File: src/rtl/dff_pkg.sv
// rtl/dff_pkg.sv - mode encodings shared by the universal shift register
package dff_pkg;

    typedef enum logic [1:0] {
        MODE_HOLD = 2'b00,
        MODE_SHR  = 2'b01,
        MODE_SHL  = 2'b10,
        MODE_LOAD = 2'b11
    } mode_t;

endpackage

File: src/rtl/dff_en_cell.sv
// rtl/dff_en_cell.sv - 1-bit DFF with enable, sync reset and complementary outputs
//
// Ports:
//   clk   rising-edge clock
//   rst   synchronous active-high reset, loads RST_VAL, overrides en
//   en    clock enable; state holds when low
//   d     next-state data
//   q     registered bit
//   q_bar complement of q
module dff_en_cell #(
    parameter logic RST_VAL = 1'b0
) (
    input  logic clk,
    input  logic rst,
    input  logic en,
    input  logic d,
    output logic q,
    output logic q_bar
);

    always_ff @(posedge clk) begin
        if (rst) begin
            q <= RST_VAL;
        end else if (en) begin
            q <= d;
        end
    end

    assign q_bar = ~q;

endmodule

File: src/rtl/dff_shift_reg.sv
// rtl/dff_shift_reg.sv - WIDTH-bit universal shift register with saturating shift counter
//
// Ports:
//   clk       rising-edge clock
//   rst       synchronous active-high reset (priority over en/mode)
//   en        clock enable for all state
//   mode      00 hold, 01 shift right, 10 shift left, 11 parallel load
//   d         parallel load data
//   sin_r     serial in at MSB on shift right (unused when ROTATE=1)
//   sin_l     serial in at LSB on shift left  (unused when ROTATE=1)
//   q         register contents
//   q_bar     ~q
//   sout_r    q[0]
//   sout_l    q[WIDTH-1]
//   shift_cnt shifts since last load/reset, saturating at WIDTH
//   cnt_sat   shift_cnt == WIDTH
module dff_shift_reg
    import dff_pkg::*;
#(
    parameter int               WIDTH   = 8,
    parameter logic [WIDTH-1:0] RST_VAL = {WIDTH{1'b0}},
    parameter bit               ROTATE  = 1'b0,
    parameter int               CNT_W   = $clog2(WIDTH + 1)
) (
    input  logic             clk,
    input  logic             rst,
    input  logic             en,
    input  logic [1:0]       mode,
    input  logic [WIDTH-1:0] d,
    input  logic             sin_r,
    input  logic             sin_l,
    output logic [WIDTH-1:0] q,
    output logic [WIDTH-1:0] q_bar,
    output logic             sout_r,
    output logic             sout_l,
    output logic [CNT_W-1:0] shift_cnt,
    output logic             cnt_sat
);

    localparam logic [CNT_W-1:0] CNT_MAX = CNT_W'(WIDTH);

    logic [WIDTH-1:0] q_next;
    logic             fill_r;
    logic             fill_l;

    // In rotate mode the outgoing bit re-enters at the opposite end and the
    // serial inputs are never selected, so they cannot leak X into q.
    assign fill_r = ROTATE ? q[0]       : sin_r;
    assign fill_l = ROTATE ? q[WIDTH-1] : sin_l;

    // Hold recirculates q rather than muxing in d/sin, keeping X on those
    // inputs out of the register while idle.
    always_comb begin
        q_next = q;
        case (mode_t'(mode))
            MODE_HOLD: q_next = q;
            MODE_SHR:  q_next = {fill_r, q[WIDTH-1:1]};
            MODE_SHL:  q_next = {q[WIDTH-2:0], fill_l};
            MODE_LOAD: q_next = d;
            default:   q_next = q;
        endcase
    end

    for (genvar i = 0; i < WIDTH; i++) begin : g_bit
        dff_en_cell #(
            .RST_VAL (RST_VAL[i])
        ) u_cell (
            .clk   (clk),
            .rst   (rst),
            .en    (en),
            .d     (q_next[i]),
            .q     (q[i]),
            .q_bar (q_bar[i])
        );
    end

    always_ff @(posedge clk) begin
        if (rst) begin
            shift_cnt <= '0;
        end else if (en) begin
            case (mode_t'(mode))
                MODE_SHR, MODE_SHL: begin
                    if (shift_cnt != CNT_MAX) begin
                        shift_cnt <= shift_cnt + 1'b1;
                    end
                end
                MODE_LOAD: shift_cnt <= '0;
                default:   shift_cnt <= shift_cnt;
            endcase
        end
    end

    assign sout_r  = q[0];
    assign sout_l  = q[WIDTH-1];
    assign cnt_sat = (shift_cnt == CNT_MAX);

endmodule

File: config.mk
export PLATFORM = sky130hd
export DESIGN_NAME = dff_shift_reg
export DESIGN_NICKNAME = d
export VERILOG_FILES = /design/src/rtl/dff_pkg.sv /design/src/rtl/dff_en_cell.sv /design/src/rtl/dff_shift_reg.sv
export SDC_FILE = /design/constraint.sdc
export NUM_CORES = 1
export LEC_CHECK = 0
export CAP_MARGIN = 20
export CORE_MARGIN = 3
export CORE_UTILIZATION = 40
export CTS_CLUSTER_SIZE = 30
export DETAILED_ROUTE_END_ITERATION = 16
export GPL_TIMING_DRIVEN = 1
export PLACE_DENSITY = 0.81
export SLEW_MARGIN = 20
export SYNTH_ARGS = -nofsm -noshare
export SYNTH_HDL_FRONTEND = slang
export SYNTH_SLANG_ARGS = --single-unit
File: constraint.sdc
create_clock -name clk -period 2.11 [get_ports clk]
set_clock_uncertainty 0.1 [all_clocks]
set_input_delay 0.5275 -clock clk [delete_from_list [all_inputs] [get_ports clk]]
set_output_delay 0.5275 -clock clk [all_outputs]
set_load 0.1 [all_outputs]
==> After elaboration in Yosys (flattened, before gate mapping) <==
Index checks and enable logic that the tools add are counted.
{ "totals": {"register_bits": 12, "output_inout_bits": 23, "in_bits": 15, "word_cells": 33} }
{ "classes": {"eq_ne": 6, "n_reduce_logical": 5, "n_bitwise": 9, "muxes": 3, "add_sub_neg": 1} }
{ "op_table": {"columns": ["operator", "count"], "rows": [
  ["8-bit one-hot mux with 3 select lines", 1],
  ["1-bit inverter", 9],
  ["4-bit one-hot mux with 2 select lines", 1],
  ["4-bit by 1-bit adder with 4-bit output, second input constant", 1],
  ["2-bit equality test, second input constant", 2],
  ["4-bit equality test, second input constant", 1],
  ["4-bit 2-to-1 mux", 1],
  ["4-bit inequality test, second input constant", 1],
  ["3-bit AND reduction", 1],
  ["2-bit by 1-bit equality test with 1-bit output, second input constant", 1],
  ["2-bit zero test", 1],
  ["2-bit inequality test, second input constant", 1],
  ["2-bit AND reduction", 1],
  ["2-bit nonzero test", 1],
  ["2-bit OR reduction", 1]
]} }

==> Depth between registers and ports, before layout <==
Gate-level depths: netlist of the first run.
{ "depth": {"depth_word": 4, "mapped_depth": 6, "ltp_nobuf": 5} }

==> Hierarchy <==
From an unflattened synthesis of the first run, not the netlist that was laid out.
{ "unflattened": {"hier_cells": 96, "area_unflattened_um2": 819.5} }
{ "by_module_without_submodules": {"columns": ["module", "seq_area_each_um2", "instances", "area_each_um2", "cells_per_inst"], "rows": [
  ["dff_shift_reg", 80.1, 1, 519.2, 64],
  ["dff_en_cell", 20.0, 8, 37.5, 4]
]} }

==> Worst setup path before layout of the first run <==
OpenSTA, ideal clock, no wires.
{ "synth_timing": {"path_type": "register to output", "from": "reg shift_cnt[0]", "to": "out cnt_sat", "path_stages_with_launch": 5, "path_slack_ps": -437, "arrival_time_ps": 1920, "required_ps": 1482, "path_buffers": 0, "cell_sequence": "dfxtp_1 -> inv_1 -> ha_1 -> nand3b_1 -> inv_1"} }
{ "synth_between": {"elab_chain_cells": 1} }
{ "synth_lines": {"columns": ["element", "line", "rtl"], "rows": [
  ["start: declaration", "dff_shift_reg.sv:36", "output logic [CNT_W-1:0] shift_cnt,"],
  ["start signal: assignment", "dff_shift_reg.sv:84", "shift_cnt <= shift_cnt + 1'b1;"],
  ["start signal: assignment", "dff_shift_reg.sv:88", "default: shift_cnt <= shift_cnt;"],
  ["4-bit equality test", "dff_shift_reg.sv:95", "assign cnt_sat = (shift_cnt == CNT_MAX);"],
  ["end: declaration", "dff_shift_reg.sv:37", "output logic cnt_sat"]
]} }
No other way between the ends.

==> Final worst setup path of the first run <==
{ "layout_timing": {"from": "in mode[0]", "to": "reg shift_cnt[1]"} }
{ "layout_between": {"elab_chain_cells": 4, "elab_cells_between_ends": 8, "cone_classes": "4 x eq/ne; 1 x mux; 3 x reduce/logical"} }
{ "layout_lines": {"columns": ["element", "line", "rtl"], "rows": [
  ["start: declaration", "dff_shift_reg.sv:28", "input logic [1:0] mode,"],
  ["2-bit by 1-bit equality test with 1-bit output / 2-bit equality test (equally long branches)", "dff_shift_reg.sv:81", "case (mode_t'(mode))"],
  ["2-bit OR reduction", "dff_shift_reg.sv:81", null],
  ["2-bit inequality test (no source line) / 2-bit nonzero test (equally long branches)", null, null],
  ["3-bit AND reduction (no source line)", null, null]
]} }
Several ways; a longest one is shown, not always the timed one.
A chain may end at the register's enable or synchronous reset.

==> flow_summary.json, run 1 <==
{
  "grt_max_degree": 17,
  "drc": 0,
  "synthTopCellsByArea": "dfxtp_1, buf_4, a31oi_1",
  "drive_above_1_share_pct": 34.3,
  "die_w_um": 50.7,
  "power_density_nw_per_um2": 623,
  "tns_ns": 0,
  "ir_drop_mv": 0.426,
  "clk_path_buf_depth": 2,
  "cts_tree": "done",
  "core_um2": 1800,
  "timing.final.ws_setup_ns": 0.0342,
  "die_area_um2": 2570,
  "synth_cells": 103,
  "initial_core_util_pct": 44.4,
  "grtUsageTotal_pct": 18.8,
  "synth-main-ff-cell": "dfxtp_1",
  "period_minus_slack_ns": 2.08,
  "worstPathArrival_ns": 2.19,
  "overflow": 0,
  "async_flop_share_pct": 0,
  "vias": 885,
  "portBuffers": 37,
  "cp_cell_sequence": "clkdlybuf4s50_1, inv_2, ha_4, and4b_4, or4b_1, a21oi_1",
  "slew_viol_final": 0,
  "cp.required_ns": 2.23,
  "vias_per_cell": 5.46,
  "fin_crit_sh_pct": 98.4,
  "dp_hpwl_mm": 1.71,
  "ff2ff_setup_slack_ns": 0.42,
  "routedWlPerCell_um": 14.7,
  "ys_types": 20,
  "gp_congestion": 0.786,
  "ctsHoldBuffers": 0,
  "whs_ns": 0.422,
  "drt_iter0_markers": 24,
  "htreeDepth": 1,
  "dp_cells": 156,
  "synth_warnings": 0,
  "grt_pass1_wl_mm": 3.66,
  "setup_viol_count_final": 0,
  "finalPower_mw": 0.906,
  "maxCapViolCount": 0,
  "cts_root_buffer": "clkbuf_4",
  "cpMaxStageDelayCell": "clkdlybuf4s50_1",
  "numCtsBuffers": 3,
  "clkTransAtPathRegs_ns": 0.09,
  "critPathBufInv": 2,
  "ff2ff_path_depth": 5,
  "antenna_cells": 0,
  "num_rows": 15,
  "ys_ff_latch": 12,
  "fmax_mhz": 482,
  "synth_edf_count": 0,
  "dpl_cell_area_um2": 1390,
  "worst_slew_pin_slew_ns": 0.293,
  "worstPathMaxFanout": 3,
  "dp_slack_ns": -0.343,
  "synth_top_cell_by_area": "dfxtp_1",
  "r2r_start": "shift_cnt[1]",
  "hold_class": "reg2reg",
  "relSlewSlack_pct": 80.2,
  "endpoint_kind": "register",
  "synthTopCellsByCount": "buf_4, inv_1, dfxtp_1, o21ai_0, a31oi_1",
  "grt_pass1_vias": 844,
  "hp-start": "shift_cnt[3]",
  "num_io_pins": 38,
  "drtPass1Iterations": 4,
  "wl_mm": 2.39,
  "antenna_left": 0,
  "timing.setup.critical_path_class": "in2reg",
  "holdPathEnd": "shift_cnt[3]",
  "path_delay_family": "simple AND/OR/NAND/NOR gates",
  "design_area_um2": 1450,
  "critPathLaunchType": "primary input",
  "die_y_um": 50.7,
  "syn_nets": 123,
  "clk_latency_ns": 0.28,
  "synth.most_common_cell": "buf_4",
  "hold_depth": 1,
  "synth_area_um2": 801,
  "cts_sinks": 12,
  "critPathMaxStageDelay_ns": 0.50,
  "antenna_found_initial": 0,
  "ys_seq_area_share_pct": 30.0,
  "leakagePower_nw": 0.588,
  "avgSynthCellArea_um2": 7.77,
  "fin_nets": 158,
  "syn2layout_area_growth_pct": 81.6,
  "final_cells": 162,
  "final_util_pct": 80.7,
  "status": "complete, no violations",
  "r2r_end": "shift_cnt[1]",
  "hold_viol": 0,
  "netlist.area_leader.share_pct": 30.0
}
==> sequential cells by signal, indices dropped and copies added, names as in the netlist <==
signal and count:
shift_cnt 4, g_bit.u_cell.q 8
==> what timing repair did <==
item,4_1_cts,5_1_grt
endpoints found under the setup margin,2,3
gates resized for setup,1,2
endpoints found under the hold margin,0,0
setup buffers,1,1
==> area by class of cell <==
type | count | area (µm²)
inverters | 14 | 56.3
multi-input cells | 58 | 389
fillers | 110 | 348
repair buffers | 49 | 691
flip-flops and latches | 12 | 250
well taps | 25 | 31.3
clock buffers | 4 | 36.3
==> power breakdown <==
| group | switching, mW | internal (mW) | total, mW |
|---|---|---|---|
| Clock | 0.0919 | 0.105 | 0.197 |
| Combinational | 0.280 | 0.166 | 0.446 |
| Sequential | 0.0242 | 0.239 | 0.263 |
==> per-layer routing <==
| layer | part of all wire (%) | track usage (%) | vias to the layer above |
|---|---|---|---|
| met5 | 0 | 0 | - |
| met4 | 2.5 | 9.42 | 0 |
| met3 | 7.5 | 6.23 | 8 |
| met2 | 53 | 34.3 | 60 |
| met1 | 37 | 18.8 | 403 |
| li1 | - | - | 414 |
==> worst register-to-register path: cells and delay by family, from the launching register on <==
| family | cells | cell delay (ns) |
|---|---|---|
| and+or+nand+nor | 2 | 0.72 |
| adders and majority gates | 1 | 0.20 |
| buffers and inverters | 1 | 0.06 |
| AOI/OAI and AO/OA | 1 | 0.14 |
| DFF | 1 | 0.40 |
==> worst max path at each step <==
stage | startpoint | to | cells after the start | slack, ns
after global routing | mode[0] | shift_cnt[1] | 6 | -0.002
after detailed placement | mode[0] | shift_cnt[1] | 6 | -0.34
after CTS | mode[0] | shift_cnt[1] | 6 | 0.02
after floorplan | shift_cnt[0] | cnt_sat | 4 | 0.01
final | mode[0] | shift_cnt[1] | 6 | 0.03
after global placement | mode[0] | shift_cnt[1] | 6 | -0.28
==> cell families (layout without fill, tap and decap cells) <==
group | count (synthesis) | in the layout | share of synthesized area, %
compound gates | 34 | 34 | 26.3
flops | 12 | 12 | 30.0
buf+inv | 33 | 67 | 23.0
fa+ha+maj | 5 | 5 | 7.81
simple gates | 19 | 19 | 13.0
==> layout by cell type (no fill, tap or decap), drive strengths merged, types with 4 or more instances in the layout <==
master,instances
clkdlybuf4s50,14
dfxtp,12
a22oi,8
inv,13
nand2,9
ha,5
clkbuf,4
a31oi,10
buf,35
o21ai,12
(Power assumes the default switching activity.)
==> run 2: changes to the inputs <==
CORE_ASPECT_RATIO = 0.9   (was unset)
==> run 2 against run 1 <==
Net effect:
- combinational power is essentially flat
- global-route usage grew 4.2 points
- wire length grew 12%
- total power shrank 1.4%
- worst hold slack gained 0.018 ns
- register-to-register slack is essentially flat
- critical path depth is the same
- via count grew 3.2%
- final area grew 0.43%
- maximum frequency grew 0.87%
- core utilization grew 1.0 points
- clock power shrank 8%
- largest cell class unchanged
- largest power group unchanged
- highest routed layer unchanged
==> flow_summary.json, run 2 (same netlist as run 1, synthesis figures left out) <==
{
  "cpMaxStageDelayCell": "clkdlybuf4s50_1",
  "antenna_cells": 0,
  "relSlewSlack_pct": 78.2,
  "timing.final.ws_setup_ns": 0.0521,
  "largest_register_ffs": 8,
  "num_io_pins": 38,
  "status": "complete, no violations",
  "portBuffers": 37,
  "numCtsBuffers": 3,
  "grt_pass1_wl_mm": 4.41,
  "antenna_left": 0,
  "core_um2": 1790,
  "worstPathArrival_ns": 2.16,
  "cts_sinks": 12,
  "layout_common_cells": "buf_12, clkdlybuf4s50_1, buf_4",
  "cts_tree": "done",
  "clkTransAtPathRegs_ns": 0.07,
  "multi_input_area_um2": 394,
  "maxCapViolCount": 0,
  "worst_slew_pin_slew_ns": 0.326,
  "drtPass1Iterations": 4,
  "power_density_nw_per_um2": 612,
  "largest_register": "g_bit.u_cell.q",
  "met2_length_mm": 1.33,
  "worstPathMaxFanout": 3,
  "antenna_found_initial": 0,
  "endpoint_kind": "register",
  "critPathLaunchType": "primary input",
  "final_common_cell": "buf_12",
  "routedWlPerCell_um": 16.6,
  "wl_met1_mm": 1.03,
  "critPathMaxStageDelay_ns": 0.49,
  "die_y_um": 48.4,
  "syn2layout_area_growth_pct": 82.3,
  "setup_viol_count_final": 0,
  "die_w_um": 53.2,
  "fillers": 114,
  "cp_cell_sequence": "clkdlybuf4s50_1, inv_2, ha_4, and4b_4, or4b_1, a21oi_1",
  "timing.setup.critical_path_class": "in2reg",
  "grt_pass1_vias": 954,
  "grt_setup_unrepaired": "no",
  "grtUsageTotal_pct": 23.0,
  "reg.largest.list": "g_bit.u_cell.q x8, shift_cnt x4",
  "fin_crit_sh_pct": 97.5,
  "fmax_mhz": 486,
  "overflow": 0,
  "cts_root_buffer": "clkbuf_4",
  "grt_max_degree": 17,
  "hold_class": "reg2reg",
  "hold_viol": 0,
  "topRoutingLayerUsed": "met4",
  "vias_per_cell": 5.67,
  "fin_nets": 158,
  "wl_met3_um": 215,
  "clk_latency_ns": 0.27,
  "dp_hpwl_mm": 1.88,
  "slew_viol_final": 0,
  "ir_drop_mv": 0.458,
  "gp_congestion": 0.916,
  "num_rows": 14,
  "drive_above_1_share_pct": 37.2,
  "period_minus_slack_ns": 2.06,
  "leakagePower_nw": 0.593,
  "cp.required_ns": 2.21,
  "vias": 913,
  "dp_slack_ns": -0.329,
  "die_area_um2": 2580,
  "htreeDepth": 1,
  "clk_path_buf_depth": 2,
  "initial_core_util_pct": 44.8,
  "drt_iter0_markers": 33,
  "wl_mm": 2.67,
  "regArea_um2": 250,
  "drc": 0,
  "final_util_pct": 81.7
}
==> run 2: cell count changes in the layout (fill, tap and decap cells not counted), sizes merged <==
cell,delta
clkdlybuf4s50,-1
dlymetal6s2s,+1
==> run 2: critical path: cells and delay by family <==
kind                     cells  cell delay [ns]
buffers and inverters        2             0.55
AO/OA/AOI/OAI                1             0.16
adder cells (fa/ha/maj)      1             0.21
AND/OR/NAND/NOR              2             0.70
==> run 2: what timing repair did <==
item,CTS,global route
resized for setup,1,8
pin swaps,2,1
hold buffers,0,0
endpoints found under the setup margin,2,3
setup buffers,1,1
==> run 2: worst paths after layout <==
| check | cells after the start | from | endpoint | slack [ns] |
|---|---|---|---|---|
| max | 6 | mode[0] | shift_cnt[1] | 0.05 |
| min | 1 | shift_cnt[3] | shift_cnt[3] | 0.44 |
| max reg2reg | 5 | shift_cnt[0] | shift_cnt[1] | 0.43 |
| min reg2reg | 1 | shift_cnt[3] | shift_cnt[3] | 0.44 |
==> run 2: power by group <==
| group | switching (mW) | internal, mW |
|---|---|---|
| Sequential | 0.0281 | 0.239 |
| Clock | 0.0772 | 0.105 |
| Combinational | 0.280 | 0.164 |
==> run 2: metal layers <==
layer | global-route usage, % | up-vias
li1 | - | 416
met1 | 26.7 | 429
met2 | 36.6 | 56
met3 | 7.06 | 12
met4 | 13.2 | 0
met5 | 0 | -
==> run 2: area by class of cell <==
type | instances | area share (%)
Multi-Input combinational cell | 58 | 27.0
Sequential cell | 12 | 17.1
Timing Repair Buffer | 49 | 47.5
Inverter | 14 | 3.86
Clock buffer | 4 | 2.49
Tap cell | 24 | 2.06
==> run 2: metrics by stage <==
| stage | cell area [µm²] | hold slack (ns) | setup TNS (ns) | total power [mW] | cells |
|---|---|---|---|---|---|
| 3_5_place_dp | 1390 | 0.409 | -1.08 | 0.709 | 155 |
| 2_1_floorplan | 815 | 0.386 | 0 | 0.550 | 103 |
| 5_1_grt | 1460 | 0.472 | 0 | 0.925 | 161 |
| 3_3_place_gp | 1390 | 0.404 | -0.490 | 0.698 | 155 |
| 4_1_cts | 1450 | 0.416 | 0 | 0.893 | 160 |
| 6_report | 1460 | 0.440 | 0 | 0.894 | 161 |
